--- src/rtl/code_lock_n.sv ---
// Digit-entry code lock: LOCKED/UNLOCKED/ERROR/LOCKOUT/PROGRAM with reprogrammable code.
// Latency: outputs reflect a press on the edge that samples it; all outputs registered.
// Backpressure: none; presses are edge-detected on enter, extra presses in LOCKOUT are dropped.
module code_lock_n #(
    parameter int CODE_LEN       = 4,
    parameter int DIGIT_W        = 4,
    parameter logic [CODE_LEN*DIGIT_W-1:0] DEFAULT_CODE = 16'h1234,
    parameter int MAX_TRIES      = 3,
    parameter int LOCKOUT_CYCLES = 1000,
    parameter int UNLOCK_CYCLES  = 500
) (
    input  logic                               clk,
    input  logic                               reset,
    input  logic [DIGIT_W-1:0]                 digit,
    input  logic                               enter,
    input  logic                               prog,
    output logic                               locked_led,
    output logic                               unlocked_led,
    output logic                               error_led,
    output logic                               lockout_led,
    output logic [2:0]                         state_code,
    output logic [2:0]                         digit_count,
    output logic [$clog2(MAX_TRIES+1)-1:0]     tries_left
);

    localparam int TW    = $clog2(MAX_TRIES + 1);
    localparam int TMAX  = (LOCKOUT_CYCLES > UNLOCK_CYCLES) ? LOCKOUT_CYCLES : UNLOCK_CYCLES;
    localparam int TMR_W = $clog2(TMAX + 1);
    localparam int CW    = CODE_LEN * DIGIT_W;

    localparam logic [2:0]       LAST      = 3'(CODE_LEN - 1);
    localparam logic [TMR_W-1:0] LOCK_END  = TMR_W'(LOCKOUT_CYCLES - 1);
    localparam logic [TMR_W-1:0] UNL_END   = TMR_W'(UNLOCK_CYCLES - 1);
    localparam logic [TW-1:0]    TRIES_MAX = TW'(MAX_TRIES);

    typedef enum logic [2:0] {
        ST_LOCKED   = 3'd0,
        ST_UNLOCKED = 3'd1,
        ST_ERROR    = 3'd2,
        ST_LOCKOUT  = 3'd3,
        ST_PROGRAM  = 3'd4
    } state_t;

    state_t             state_q, state_d;
    logic               enter_q;
    logic [2:0]         cnt_q, cnt_d;
    logic               mism_q, mism_d;
    logic [TW-1:0]      tries_q, tries_d, tries_dec;
    logic [TMR_W-1:0]   tmr_q, tmr_d, tmr_inc;
    logic [CW-1:0]      code_q, code_d;
    logic [CW-1:0]      shadow_q, shadow_d, shadow_wr;
    logic [DIGIT_W-1:0] cur_digit;
    logic               press;
    logic               digit_ok;

    assign press     = enter & ~enter_q;
    assign tries_dec = (tries_q == '0) ? '0 : tries_q - TW'(1);
    assign tmr_inc   = tmr_q + TMR_W'(1);
    assign digit_ok  = (digit == cur_digit);

    // First digit lives in the most-significant field of the code word.
    always_comb begin
        cur_digit = '0;
        shadow_wr = shadow_q;
        for (int i = 0; i < CODE_LEN; i++) begin
            if (cnt_q == 3'(i)) begin
                cur_digit = code_q[(CODE_LEN-1-i)*DIGIT_W +: DIGIT_W];
                shadow_wr[(CODE_LEN-1-i)*DIGIT_W +: DIGIT_W] = digit;
            end
        end
    end

    always_comb begin
        state_d  = state_q;
        cnt_d    = cnt_q;
        mism_d   = mism_q;
        tries_d  = tries_q;
        tmr_d    = tmr_q;
        code_d   = code_q;
        shadow_d = shadow_q;
        case (state_q)
            ST_LOCKED: begin
                if (press) begin
                    if (cnt_q == LAST) begin
                        cnt_d  = '0;
                        mism_d = 1'b0;
                        tmr_d  = '0;
                        if (!mism_q && digit_ok) begin
                            state_d = ST_UNLOCKED;
                            tries_d = TRIES_MAX;
                        end else begin
                            tries_d = tries_dec;
                            state_d = (tries_dec == '0) ? ST_LOCKOUT : ST_ERROR;
                        end
                    end else begin
                        cnt_d  = cnt_q + 3'd1;
                        mism_d = mism_q | ~digit_ok;
                    end
                end
            end
            ST_ERROR: begin
                if (press) begin
                    state_d = ST_LOCKED;
                end
            end
            ST_LOCKOUT: begin
                if (tmr_q >= LOCK_END) begin
                    state_d = ST_LOCKED;
                    tries_d = TRIES_MAX;
                    tmr_d   = '0;
                end else begin
                    tmr_d = tmr_inc;
                end
            end
            ST_UNLOCKED: begin
                if (press) begin
                    tmr_d = '0;
                    cnt_d = '0;
                    state_d = prog ? ST_PROGRAM : ST_LOCKED;
                end else if (tmr_q >= UNL_END) begin
                    state_d = ST_LOCKED;
                    tmr_d   = '0;
                end else begin
                    tmr_d = tmr_inc;
                end
            end
            ST_PROGRAM: begin
                if (press) begin
                    shadow_d = shadow_wr;
                    tmr_d    = '0;
                    if (cnt_q == LAST) begin
                        // Full new code committed in one edge, including the final digit.
                        code_d  = shadow_wr;
                        cnt_d   = '0;
                        state_d = ST_LOCKED;
                    end else begin
                        cnt_d = cnt_q + 3'd1;
                    end
                end else if (tmr_q >= UNL_END) begin
                    state_d = ST_LOCKED;
                    cnt_d   = '0;
                    tmr_d   = '0;
                end else begin
                    tmr_d = tmr_inc;
                end
            end
            default: begin
                state_d = ST_LOCKED;
                cnt_d   = '0;
                mism_d  = 1'b0;
                tmr_d   = '0;
            end
        endcase
    end

    always_ff @(posedge clk) begin
        if (reset) begin
            state_q      <= ST_LOCKED;
            enter_q      <= 1'b0;
            cnt_q        <= '0;
            mism_q       <= 1'b0;
            tries_q      <= TRIES_MAX;
            tmr_q        <= '0;
            code_q       <= DEFAULT_CODE;
            shadow_q     <= DEFAULT_CODE;
            locked_led   <= 1'b1;
            unlocked_led <= 1'b0;
            error_led    <= 1'b0;
            lockout_led  <= 1'b0;
        end else begin
            state_q      <= state_d;
            enter_q      <= enter;
            cnt_q        <= cnt_d;
            mism_q       <= mism_d;
            tries_q      <= tries_d;
            tmr_q        <= tmr_d;
            code_q       <= code_d;
            shadow_q     <= shadow_d;
            locked_led   <= (state_d == ST_LOCKED);
            unlocked_led <= (state_d == ST_UNLOCKED) || (state_d == ST_PROGRAM);
            error_led    <= (state_d == ST_ERROR) || (state_d == ST_LOCKOUT);
            lockout_led  <= (state_d == ST_LOCKOUT);
        end
    end

    assign state_code  = state_q;
    assign digit_count = cnt_q;
    assign tries_left  = tries_q;

endmodule

--- config.mk ---
export PLATFORM = sky130hd
export DESIGN_NAME = code_lock_n
export DESIGN_NICKNAME = d
export VERILOG_FILES = /design/src/rtl/code_lock_n.sv
export SDC_FILE = /design/constraint.sdc
export NUM_CORES = 1
export LEC_CHECK = 0
export ABC_CLOCK_PERIOD_IN_PS = 2500
export CAP_MARGIN = 25
export CORE_ASPECT_RATIO = 0.9
export CORE_MARGIN = 4
export CORE_UTILIZATION = 55
export DETAILED_ROUTE_END_ITERATION = 16
export PLACE_DENSITY_LB_ADDON = 0.2
export SYNTH_ARGS = -nofsm -noshare
export SYNTH_HDL_FRONTEND = slang
export SYNTH_SLANG_ARGS = --single-unit
--- constraint.sdc ---
create_clock -name clk -period 2.5 [get_ports clk]
set_input_delay 0.5 -clock clk [delete_from_list [all_inputs] [get_ports clk]]
set_output_delay 0.5 -clock clk [all_outputs]
set_load 0.01 [all_outputs]
---- Yosys cells after proc, flatten, opt, wreduce, memory -nomap -nowiden ----
Cells that the tools add are included.
word-level totals
  register bits ........................... 56
  memory bits (writable) .................. 0
  memories kept ........................... 0
  ROM bits ................................ 0
  word-level logic and storage cells ...... 101
  bits of input ports ..................... 8
  bits in latches ......................... 0
  output and inout port bits .............. 12
operators by class
  bitwise logic cells ..................... 7
  $add $sub $neg .......................... 3
  order comparisons ....................... 2
  div/mod/pow operators ................... 0
  shift-type cells ........................ 0
  reduce and logical (&&, ||, !) cells .... 19
  multipliers ............................. 0
  muxes and demuxes ....................... 41
  eq/ne operators ......................... 17
operators with widths
  cell                                                                 count
  two-way mux 10 bit                                                   5
  two-way mux 3 bit                                                    14
  case mux 10 bit (4 select lines)                                     1
  two-way mux 4 bit                                                    8
  == test 3 x 2 -> 1 bit (second input constant)                       6
  case mux 3 bit (5 select lines)                                      1
  two-way mux 2 bit                                                    6
  case mux 3 bit (4 select lines)                                      1
  adder 10 x 1 -> 10 bit (second input constant)                       1
  greater-or-equal comparator 10 bit (second input constant)           1
  greater-or-equal comparator 10 x 9 -> 1 bit (second input constant)  1
  == test 3 x 1 -> 1 bit (second input constant)                       3
  zero test 3 bit                                                      3
  inequality test 2 bit (second input constant)                        4
  AND reduction 4 bit                                                  2
  == test 3 bit (second input constant)                                2
  AND reduction 3 bit                                                  2
  inverter 1 bit                                                       5
  == test 4 bit                                                        1
  zero test 2 bit                                                      2
  case mux 2 bit (2 select lines)                                      1
  AND reduction 2 bit                                                  2
  OR reduction 2 bit                                                   2
  OR reduction 4 bit                                                   1
  11 further kinds                                                     14

---- Depth between registers and ports, before layout ----
Gate-level depths: netlist (run 1).
  depth after elaboration ................. 13
  mapped depth ............................ 9
  gate-level depth less buffers ........... 8

---- Worst setup path before layout (run 1) ----
No wires, ideal clock.
  kind .................................... flip-flop to flip-flop
  start ................................... register cnt_q[0] (netlist: digit_count[0])
  end ..................................... register tries_q[1] (netlist: tries_left[1])
  path buffers ............................ 0
  period minus slack after synthesis ...... 2.051 ns
  required time ........................... 2.375 ns
  library setup time ...................... 0.125 ns
  data arrival time ....................... 1.926 ns
  slack ................................... 0.449 ns
  cell stages (with the launch flop) ...... 8
  path through ............................ dfxtp_1 > inv_1 > ha_1 > nor2b_1 > a221oi_1 > a21oi_1 > o2111a_2 > o41a_1
on the way
  cells in the longest elaborated chain, start to end .. 11
  elaborated cells between the ends (all ways) .. 16
  classes of those cells .................. eq/ne: 5; mux: 8; reduce/logical: 3
RTL lines
  item                             line  RTL
  start, declared                  46    logic [2:0] cnt_q, cnt_d;
  start signal, assigned           173   cnt_q <= cnt_d;
  zero test 3 bit                  66    if (cnt_q == 3'(i)) begin
  two-way mux 4 bit (4 in series)  66
  == test 4 bit                    59    assign digit_ok = (digit == cur_digit);
  logical AND 1 bit                88    if (!mism_q && digit_ok) begin
  two-way mux 2 bit                88
  two-way mux 2 bit                84    if (cnt_q == LAST) begin
  two-way mux 2 bit                83    if (press) begin
  case mux 2 bit (2 select lines)  81    case (state_q)
  end signal, assigned             175   tries_q <= tries_d;
  end, declared                    48    logic [TW-1:0] tries_q, tries_d, tries_dec;
Parallel ways exist; a longest one is shown, timed or not. The select of a mux whose other input is x is not followed.
A chain may end at the register's enable or synchronous reset.

---- Final worst setup path (run 1) ----
Same ends and word-level chain as after synthesis.

==> results of run 1 <==
## final timing paths
check,start,cells after the start,to
max reg2reg,digit_count[0],7,tries_left[1]
max,digit_count[0],7,tries_left[1]
min reg2reg,shadow_q[14],2,shadow_q[14]
min,shadow_q[14],2,shadow_q[14]
## cell type report
| cell class | instances | area [µm²] | share of cell area |
|---|---|---|---|
| clock buffers | 5 | 68.82 | 0.02247 |
| well taps | 62 | 77.57 | 0.02533 |
| repair buffers | 35 | 310.3 | 0.1013 |
| multi-input cells | 242 | 1516 | 0.4951 |
| flip-flops and latches | 52 | 1041 | 0.3399 |
| inverters | 6 | 22.52 | 0.007353 |
| clock inverters | 3 | 26.28 | 0.008578 |
## placed cells by master, fill, tap and decap left out, types with 3 or more instances in the layout
cell type        count
dfxtp_1             52
nand2_1             38
nor2_1              31
nand3_1             24
a21oi_1             23
clkdlybuf4s50_1     19
buf_4               16
mux2i_1             15
a211oi_1            10
o21ai_0              9
nor2b_1              8
inv_1                6
xor2_1               6
nand4_1              5
o211ai_1             5
ha_1                 5
clkbuf_8             5
nand2b_1             4
nand3b_1             4
xnor2_1              4
nor3b_1              3
or3_1                3
o211a_1              3
nor3_1               3
o22ai_1              3
## stage by stage
stage                     setup WS (ps)  instance area, µm²
final                             259.1                3063
after global placement            136.9                2968
after floorplan                   448.7                2683
after CTS                         271.9                3063
after global routing              110.1                3063
after detailed placement          83.73                2968
## critical path: cells and delay by family (launching register included)
family	cells	cell delay (ps)
DFF	1	430
adders and majority gates	1	280
and+or+nand+nor	1	160
buffers and inverters	1	100
AOI/OAI and AO/OA	4	1180
## power breakdown
part           switching [mW]  leakage, nW  total, mW  internal, mW
logic                  0.0984        0.681      0.178        0.0799
clock network           0.304       0.0423      0.508         0.204
registers             0.00633        0.420      0.840         0.833
total                   0.408         1.14       1.53          1.12
## cell families (layout without fill, tap and decap cells)
family | Yosys count | after routing | synth area share
AND/OR/NAND/NOR | 138 | 138 | 0.2579
AO/OA/AOI/OAI | 74 | 74 | 0.1936
flip-flops | 52 | 52 | 0.3881
buffers and inverters | 28 | 49 | 0.04851
multiplexers | 15 | 15 | 0.05597
XOR/XNOR | 10 | 10 | 0.03265
adder cells (fa/ha/maj) | 5 | 5 | 0.02332
## layer usage
layer / share of wire / vias up / wire, µm / track usage
met5: 0 / - / 0 / 0
met4: 0.0087 / 0 / 53 / 0.07749
met3: 0.044 / 5 / 267 / 0.04358
met2: 0.42 / 62 / 2546 / 0.3038
met1: 0.53 / 1131 / 3219 / 0.3409
li1: - / 1199 / - / -
## registers in the layout, indices dropped and copies added (netlist names), 2 cells and up
register,flops
shadow_q,12
state_code,3
tmr_q,10
digit_count,3
tries_left,2
code_q,16
==> summary.txt, run 1 <==
Status -> finished clean
Main flop type after synthesis -> dfxtp_1
Syn Area/Cell -> 8.331 µm²
Final GP Congestion -> 0.8730
Drt pass-1 iters -> 4
Rows -> 23
Worst Setup End Kind -> register
Port-buffer cells -> 19
Number of setup buffers added after CTS -> 0
Leakage power -> 1.144 nW
Final Hold Fails -> 0
Post-synth top cells -> 52 x dfxtp_1, 38 x nand2_1, 31 x nor2_1
Initial Utilization -> 0.5863
Clock Sinks -> 52
Hpwl dp -> 4.425 mm
First-pass GRT wire length -> 10.43 mm
Area leader, netlist -> dfxtp_1
Grt ovf -> 0
Min-Delay Path Class -> reg -> reg
Slew Limit Fails -> 0
Fin crit period -> 2241 ps
DR iter-0 viols -> 257
Layout Area Growth over Synthesis -> 14.18%
CP max stage cell -> dfxtp_1
Die X -> 81.62 µm
Cts hold-fix bufs -> 0
Post-Route WL -> 6.087 mm
Worst EP arrival -> 2460 ps
Flop2flop setup slack -> 260 ps
Largest stage delay, worst path -> 430 ps
Total Routing Usage GR -> 0.2210
Critical path type -> reg -> reg
Register bit total from synthesis -> 52
Most common cell in the netlist -> dfxtp_1
Wirelength per Cell -> 15.03 µm
NumNets Final -> 355
Setup TNS -> 0 ps
Clock Latency Late Sink -> 320 ps
Via Count -> 2397
Initial antenna violation count -> 0
Asr flop ratio synth -> 0
IO Count -> 20
Relative slew slack -> 0.6191
Placed insts -> 397
Core area -> 0.004576 mm²
Drt drc -> 0
Final setup violation count -> 0
Antenna Cells -> 0
Crit-path cells -> inv_1 -> ha_1 -> nor2b_1 -> a221oi_1 -> a21oi_1 -> o2111a_2 -> o41a_1
Unrepaired setup endpoints after global routing -> no
Slew @ Worst Pin -> 562.4 ps
Overall power -> 1.526 mW
Fmax -> 446.2 MHz
Die area -> 0.006060 mm²
Area contributors post-synth -> dfxtp_1 39%, mux2i_1 5.6%, nand2_1 5.3%
Gate Count Post-Synth -> 322
Syn. warnings -> 0
Count of cells resized by post-cts repair -> 0
Clk root buf -> clkbuf_8
TritonCTS Buffers -> 5
Post-Syn Nets -> 335
Vias in the first global route -> 2174
Yosys top cell area share -> 0.3881
CTS tree -> done
Fill cells -> 393
Die height -> 74.26 µm
Via density -> 5.919
Power Density -> 498.1 mW/mm²
Synth unique cells -> 56
Seq/Total Area, Yosys -> 0.3881
Maxcap violations -> 0
Crit path required time -> 2720 ps
Worst VDD drop -> 0.0003486 V
Synthesized area -> 0.002683 mm²
Layout cells sized above 1 -> 0.09329
Antenna Violating Nets Remaining -> 0
Clock Skews -> 12.98 ps
Number of enable flip-flop cells after synthesis -> 0
Post-layout util -> 0.6694
Largest net degree at the start of global routing -> 21
Critical path peak fanout -> 7
Final period utilization -> 0.8964
Reg clk slew, reported paths -> 110 ps
Worst Hold Slack -> 459.4 ps
Worst setup SP type -> register
Clock Path Buffers -> 2
CTS HTree Levels -> 2
Final Non-Filler Cells -> 405
Power figures use the tool's default switching activity.
==> run 2, diff against run 1 <==
- ABC_CLOCK_PERIOD_IN_PS: 2500 -> not set
==> results of run 2 <==
Final layout, timing and power as in run 1 (identical DEF).
==> run 3, diff against run 2 <==
- CAP_MARGIN: 25 -> 10
- DONT_BUFFER_PORTS: not set -> 1
==> run 3 against run 2 <==
Non-clock buffer count decreased by 28. Setup slack worse by 95 ps. Via count fell by 5.8%. Power shrank 4.9%. Critical path type unchanged. Highest routed layer unchanged.
==> summary.txt, run 3 (synthesized netlist as in run 1, its figures left out) <==
Worst VDD drop -> 0.0003590 V (+3.0%)
Final Hold Fails -> 0 (unchanged)
Critical path peak fanout -> 11 (+4)
Largest regs -> code_q x16, shadow_q x12, tmr_q x10
Cell Area, Placed -> 0.002710 mm² (-8.7%)
Worst r2r src -> digit_count[0]
Clock Path Buffers -> 2 (unchanged)
CTS tree -> done
Commonest non-fill, non-tap cells in the layout -> 52 x dfxtp_1, 38 x nand2_1, 31 x nor2_1
Via Count -> 2257 (-5.8%)
Most common cell after layout, fill and taps aside -> dfxtp_1
CP max stage cell -> dfxtp_1
Vias in the first global route -> 2045 (-5.9%)
Final setup violation count -> 0 (unchanged)
Final Non-Filler Cells -> 377 (-6.9%)
TritonCTS Buffers -> 5 (unchanged)
Antenna Violating Nets Remaining -> 0 (unchanged)
Leakage power -> 1.037 nW (-9.3%)
Die area -> 0.006060 mm² (unchanged)
Wirelength per Cell -> 16.12 µm (+7.3%)
Final GP Congestion -> 0.8680 (-0.57%)
DR iter-0 viols -> 189 (-26%)
Clock Latency Late Sink -> 300 ps (-20 ps)
Total Routing Usage GR -> 0.2180 (-0.003049)
Clock Sinks -> 52 (unchanged)
Antenna Cells -> 0 (unchanged)
Reg with most FFs -> code_q
Port-buffer cells -> 0 (-19)
Min-Delay Path Class -> in -> reg
Hold path cells -> 1 (-1)
Crit path required time -> 2690 ps (-30 ps)
CTS HTree Levels -> 2 (unchanged)
Fin crit period -> 2336 ps (+94.89 ps)
Clk root buf -> clkbuf_8
Core area -> 0.004576 mm² (unchanged)
Clock Skews -> 9.134 ps (-3.843 ps)
Layout Area Growth over Synthesis -> 4.617%
Slew @ Worst Pin -> 747.2 ps (+184.7 ps)
Worst Setup End Kind -> register
NumNets Final -> 327 (-7.9%)
Largest net degree at the start of global routing -> 35 (+67%)
Status -> finished clean
Setup TNS -> 0 ps (unchanged)
Cts hold-fix bufs -> 0 (unchanged)
Relative slew slack -> 0.5009 (-0.1182)
Post-route design area -> 0.002806 mm² (-8.4%)
Initial antenna violation count -> 0 (unchanged)
Largest stage delay, worst path -> 500 ps (+70 ps)
Count of cells resized by post-cts repair -> 0 (unchanged)
Die X -> 81.62 µm (unchanged)
Power Density -> 517.1 mW/mm² (+3.8%)
Drt drc -> 0 (unchanged)
Worst Hold Slack -> 263.3 ps (-196.1 ps)
Fill cells -> 422 (+7.4%)
IO Count -> 20 (unchanged)
Post-Route WL -> 6.079 mm (-0.13%)
Unrepaired setup endpoints after global routing -> no
Drt pass-1 iters -> 4 (unchanged)
Die height -> 74.26 µm (unchanged)
Max FFs per register -> 16 (unchanged)
Flop2flop setup slack -> 160 ps (-90 ps)
Maxcap violations -> 0 (unchanged)
Crit-path cells -> ha_1 -> nand2b_1 -> a31oi_1 -> a41oi_1 -> o211a_1 -> o2111a_2 -> o41a_1
Hpwl dp -> 4.358 mm (-1.5%)
Reg clk slew, reported paths -> 90 ps (-20 ps)
Fmax -> 428.1 MHz (-4.1%)
Initial Utilization -> 0.5863 (unchanged)
Worst setup SP type -> register
Number of setup buffers added after CTS -> 0 (unchanged)
Slew Limit Fails -> 0 (unchanged)
First-pass GRT wire length -> 10.32 mm (-0.99%)
Hold Path End -> shadow_q[13]
Grt ovf -> 0 (unchanged)
Critical path type -> reg -> reg
Placed insts -> 369 (-7.1%)
Reg2Reg Depth -> 7 (unchanged)
Layout cells sized above 1 -> 0.06984 (-0.02345)
Worst min-delay path startpoint -> reset
Post-layout util -> 0.6133 (-0.05606)
Final period utilization -> 0.9343 (+0.03796)
Worst flop-to-flop path endpoint -> tries_left[1]
Worst EP arrival -> 2520 ps (+60 ps)
Rows -> 23 (unchanged)
Via density -> 5.987 (+1.2%)
-- run 3: cell count changes in the layout (fill, tap and decap cells not counted) --
| cell | before | now |
|---|---|---|
| a221oi_1 | 1 | 0 |
| a221oi_2 | 0 | 1 |
| clkbuf_1 | 0 | 2 |
| clkinvlp_4 | 2 | 0 |
| inv_8 | 1 | 0 |
| buf_4 | 16 | 7 |
| clkdlybuf4s50_1 | 19 | 0 |
| clkbuf_8 | 5 | 6 |
-- run 3: routing by layer --
layer	wire length, µm	vias up	share of wire	track usage
li1	-	1145	-	-
met1	3014	1049	0.50	0.3363
met2	2541	59	0.42	0.3047
met3	470	4	0.077	0.06053
met4	53	0	0.0087	0.03690
met5	0	-	0	0
-- run 3: worst max path at each step --
| stage | slack [ps] | end | cells after the start | start |
|---|---|---|---|---|
| 2_1_floorplan | 450 | tries_left[1] | 7 | digit_count[0] |
| 3_3_place_gp | 290 | tries_left[1] | 7 | digit_count[0] |
| 3_5_place_dp | 180 | tries_left[1] | 7 | digit_count[0] |
| 4_1_cts | 170 | tries_left[1] | 7 | digit_count[0] |
| 5_1_grt | 5 | tries_left[1] | 7 | digit_count[0] |
| 6_report | 160 | tries_left[1] | 7 | digit_count[0] |
-- run 3: area by class of cell --
class	instances	area [µm²]	share of cell area
clock buffer	8	90.09	0.03210
inverter	6	22.52	0.008025
multi-input combinational	242	1523	0.5426
sequential	52	1041	0.3709
tap	62	77.57	0.02764
timing repair buffer	7	52.55	0.01872
-- run 3: per-stage QoR --
stage,worst slack (ps),power (mW)
final,164.2,1.451
after global routing,5.175,1.522
after CTS,171.8,1.457
after detailed placement,179.7,0.9822
after global placement,290.6,0.9799
after floorplan,448.7,0.9736
-- run 3: critical path: cells and delay by family (launching register included) --
family                     cells  cell delay [ps]
DFF                            1              500
AOI/OAI and AO/OA              5             1050
and+or+nand+nor                1              260
adders and majority gates      1              450
-- run 3: where the power goes --
part / leakage (nW) / internal, mW / total (mW) / switching (mW)
Combinational: 0.572 / 0.0535 / 0.126 / 0.0721
Clock: 0.0455 / 0.226 / 0.484 / 0.258
Sequential: 0.420 / 0.833 / 0.841 / 0.00795
Total: 1.04 / 1.11 / 1.45 / 0.338
==> RTL change, RTL diff (settings of run 3) <==
Change the parameter `DIGIT_W` from 4 to 6.
--- a/src/rtl/code_lock_n.sv
+++ b/src/rtl/code_lock_n.sv
@@ -3,7 +3,7 @@
 // Backpressure: none; presses are edge-detected on enter, extra presses in LOCKOUT are dropped.
 module code_lock_n #(
     parameter int CODE_LEN       = 4,
-    parameter int DIGIT_W        = 4,
+    parameter int DIGIT_W        = 6,
     parameter logic [CODE_LEN*DIGIT_W-1:0] DEFAULT_CODE = 16'h1234,
     parameter int MAX_TRIES      = 3,
     parameter int LOCKOUT_CYCLES = 1000,
Interface: changed (resized digit); port bits go from 20 to 22. No check against the original RTL was run, so the function may have changed too.
==> RTL change against run 3 <==
Count of clock-buffer cells in the layout grew 1. Sequential cell count grew 14. Clock power grew 61%. Worst setup slack lost 0.055 ns. Design area grew 29%. Area after synthesis grew 25%. Total power grew 37%. Routed wire length grew 28%. Largest cell class unchanged. Critical endpoint is now mism_q.
==> RTL change: results (changes against run 3) <==
outcome: finished, final reports clean (unchanged)
area of placed instances: 3390 sq um (was 2710 sq um)
delay-heaviest family, CP: compound AO/OA/AOI/OAI gates (unchanged)
total wire length: 7800 um (was 6080 um)
worst reg-to-reg path cell count: 9 (was 7)
number of H-tree levels: 3 (was 2)
first-pass GRT wire length: 13300 um (was 10300 um)
via count: 2923 (was 2257)
met3 Use GR: 6.07% (was 6.05%)
CTS root buf: clkbuf_8 (unchanged)
1st-pass router iterations: 5 (was 4)
CP max-delay cell: a31oi_2 (was dfxtp_1)
Synth Net Count: 426 (was 335)
Synth cell types: 56 (unchanged)
ranking of synthesized cells by area: dfxtp_1 39%, mux2i_1 5.7%, nand2_1 5.6%, a21oi_1 5.4%, a211oi_1 4.7% (was dfxtp_1 39%, mux2i_1 5.6%, nand2_1 5.3%, nand3_1 4.5%, nor2_1 4.3%)
clk_lat worst skew: 0.35 ns (was 0.30 ns)
Leak: 0.00132 uW (was 0.00104 uW)
layout cells sized above 1: 11.1% (was 6.98%)
R2R setup slack: 0.11 ns (was 0.16 ns)
Sw Pwr: 515 uW (was 338 uW)
Yosys warnings: 0 (unchanged)
sequential element share of the synthesized area: 39.3% (was 38.8%)
CP Max Fanout: 14 (was 11)
crit path to: mism_q (was tries_left[1])
Worst Hold Class: in2reg (unchanged)
Max-slew headroom: 56.5% (was 50.1%)
GR Util met2: 34.5% (was 30.5%)
NumNets Final: 416 (was 327)
Tot GR Track Use: 22.6% (was 21.8%)
met1 Use GR: 31.1% (was 33.6%)
Layout Skew: 0.0100 ns (was 0.00913 ns)
GPL Wtd Cong: 0.789 (was 0.868)
top post-synthesis cells by count: 66 x dfxtp_1, 50 x nand2_1, 42 x nor2_1, 36 x a21oi_1 (was 52 x dfxtp_1, 38 x nand2_1, 31 x nor2_1, 24 x nand3_1, 23 x a21oi_1)
IR drop worst, VDD: 0.348 mV (was 0.359 mV)
Crit path largest cell delay: 0.34 ns (was 0.50 ns)
CP arrival: 2.62 ns (was 2.52 ns)
Crit Reg-Reg Startpoint: digit_count[1] (was digit_count[0])
Num CTS Buffers: 9 (was 5)
dpl hpwl: 5250 um (was 4360 um)
hold path cells: 1 (unchanged)
number of global-route vias before repair: 2680 (was 2045)
largest registers: code_q: 24 flops, shadow_q: 18 flops, tmr_q: 10 flops (was code_q: 16 flops, shadow_q: 12 flops, tmr_q: 10 flops)
First DRT Iteration DRCs: 245 (was 189)
largest net degree at the start of global routing: 58 (was 35)
==> RTL change: cell types whose count changed in the layout (fill, tap and decap cells not counted), sizes merged, moves of 8 or more <==
cell / change
dfxtp: +14
a211oi: +13
a21oi: +13
nand2: +12
nor2: +10
nor2b: +8
==> RTL change: worst min path at each step <==
stage,startpoint,end
2_1_floorplan,code_q[2],code_q[2]
5_1_grt,reset,code_q[1]
6_report,reset,code_q[0]
3_5_place_dp,shadow_q[15],shadow_q[15]
3_3_place_gp,shadow_q[23],shadow_q[23]
4_1_cts,reset,code_q[1]
==> RTL change: cell type report <==
class	instances	area (sq um)
Clock buffer	9	124
Fill cell	502	2170
Clock inverter	7	46.3
Tap cell	70	87.6
Sequential cell	66	1330
Timing Repair Buffer	12	90.1
Inverter	11	41.3
Multi-Input combinational cell	301	1910
==> RTL change: kinds of logic after synthesis <==
family | synth area share, %
compound gates | 21.2
xor+xnor | 2.34
fa+ha+maj | 1.86
buf+inv | 5.66
flops | 39.3
mux | 5.99
simple gates | 23.7
==> RTL change: through the flow <==
stage               setup WS [ns]  util [%]  cells  hold WS, ns
finish                      0.110      62.6    476        0.215
global route             -0.00337      62.6    476        0.181
CTS                      0.000678      61.5    476        0.198
detailed placement         0.0197      58.6    460        0.441
global placement            0.111      58.6    460        0.436
floorplan                   0.196         -    411        0.432
==> RTL change: power by group through the flow <==
| stage | sequential, uW | clock (uW) | combinational (uW) |
|---|---|---|---|
| 6_report | 1060 | 779 | 156 |
| 3_3_place_gp | 1080 | 0 | 136 |
| 5_1_grt | 1060 | 851 | 172 |
| 3_5_place_dp | 1080 | 0 | 140 |
| 2_1_floorplan | 1090 | 0 | 135 |
| 4_1_cts | 1060 | 795 | 141 |
==> RTL change: worst reg2reg max path, stage by stage (launching register included) <==
cell      delay [ns]
dfxtp_1         0.33
buf_4           0.14
ha_1            0.21
buf_4           0.23
a21oi_1         0.06
a22o_1          0.21
or3_1           0.32
a31oi_2         0.34
a211oi_4        0.10
o41ai_1         0.34
==> RTL change: routing by layer <==
layer / part of all wire (%) / up-vias
li1: - / 1444
met1: 48 / 1377
met2: 44 / 84
met3: 5.7 / 18
met4: 1.6 / 0
met5: 0 / -
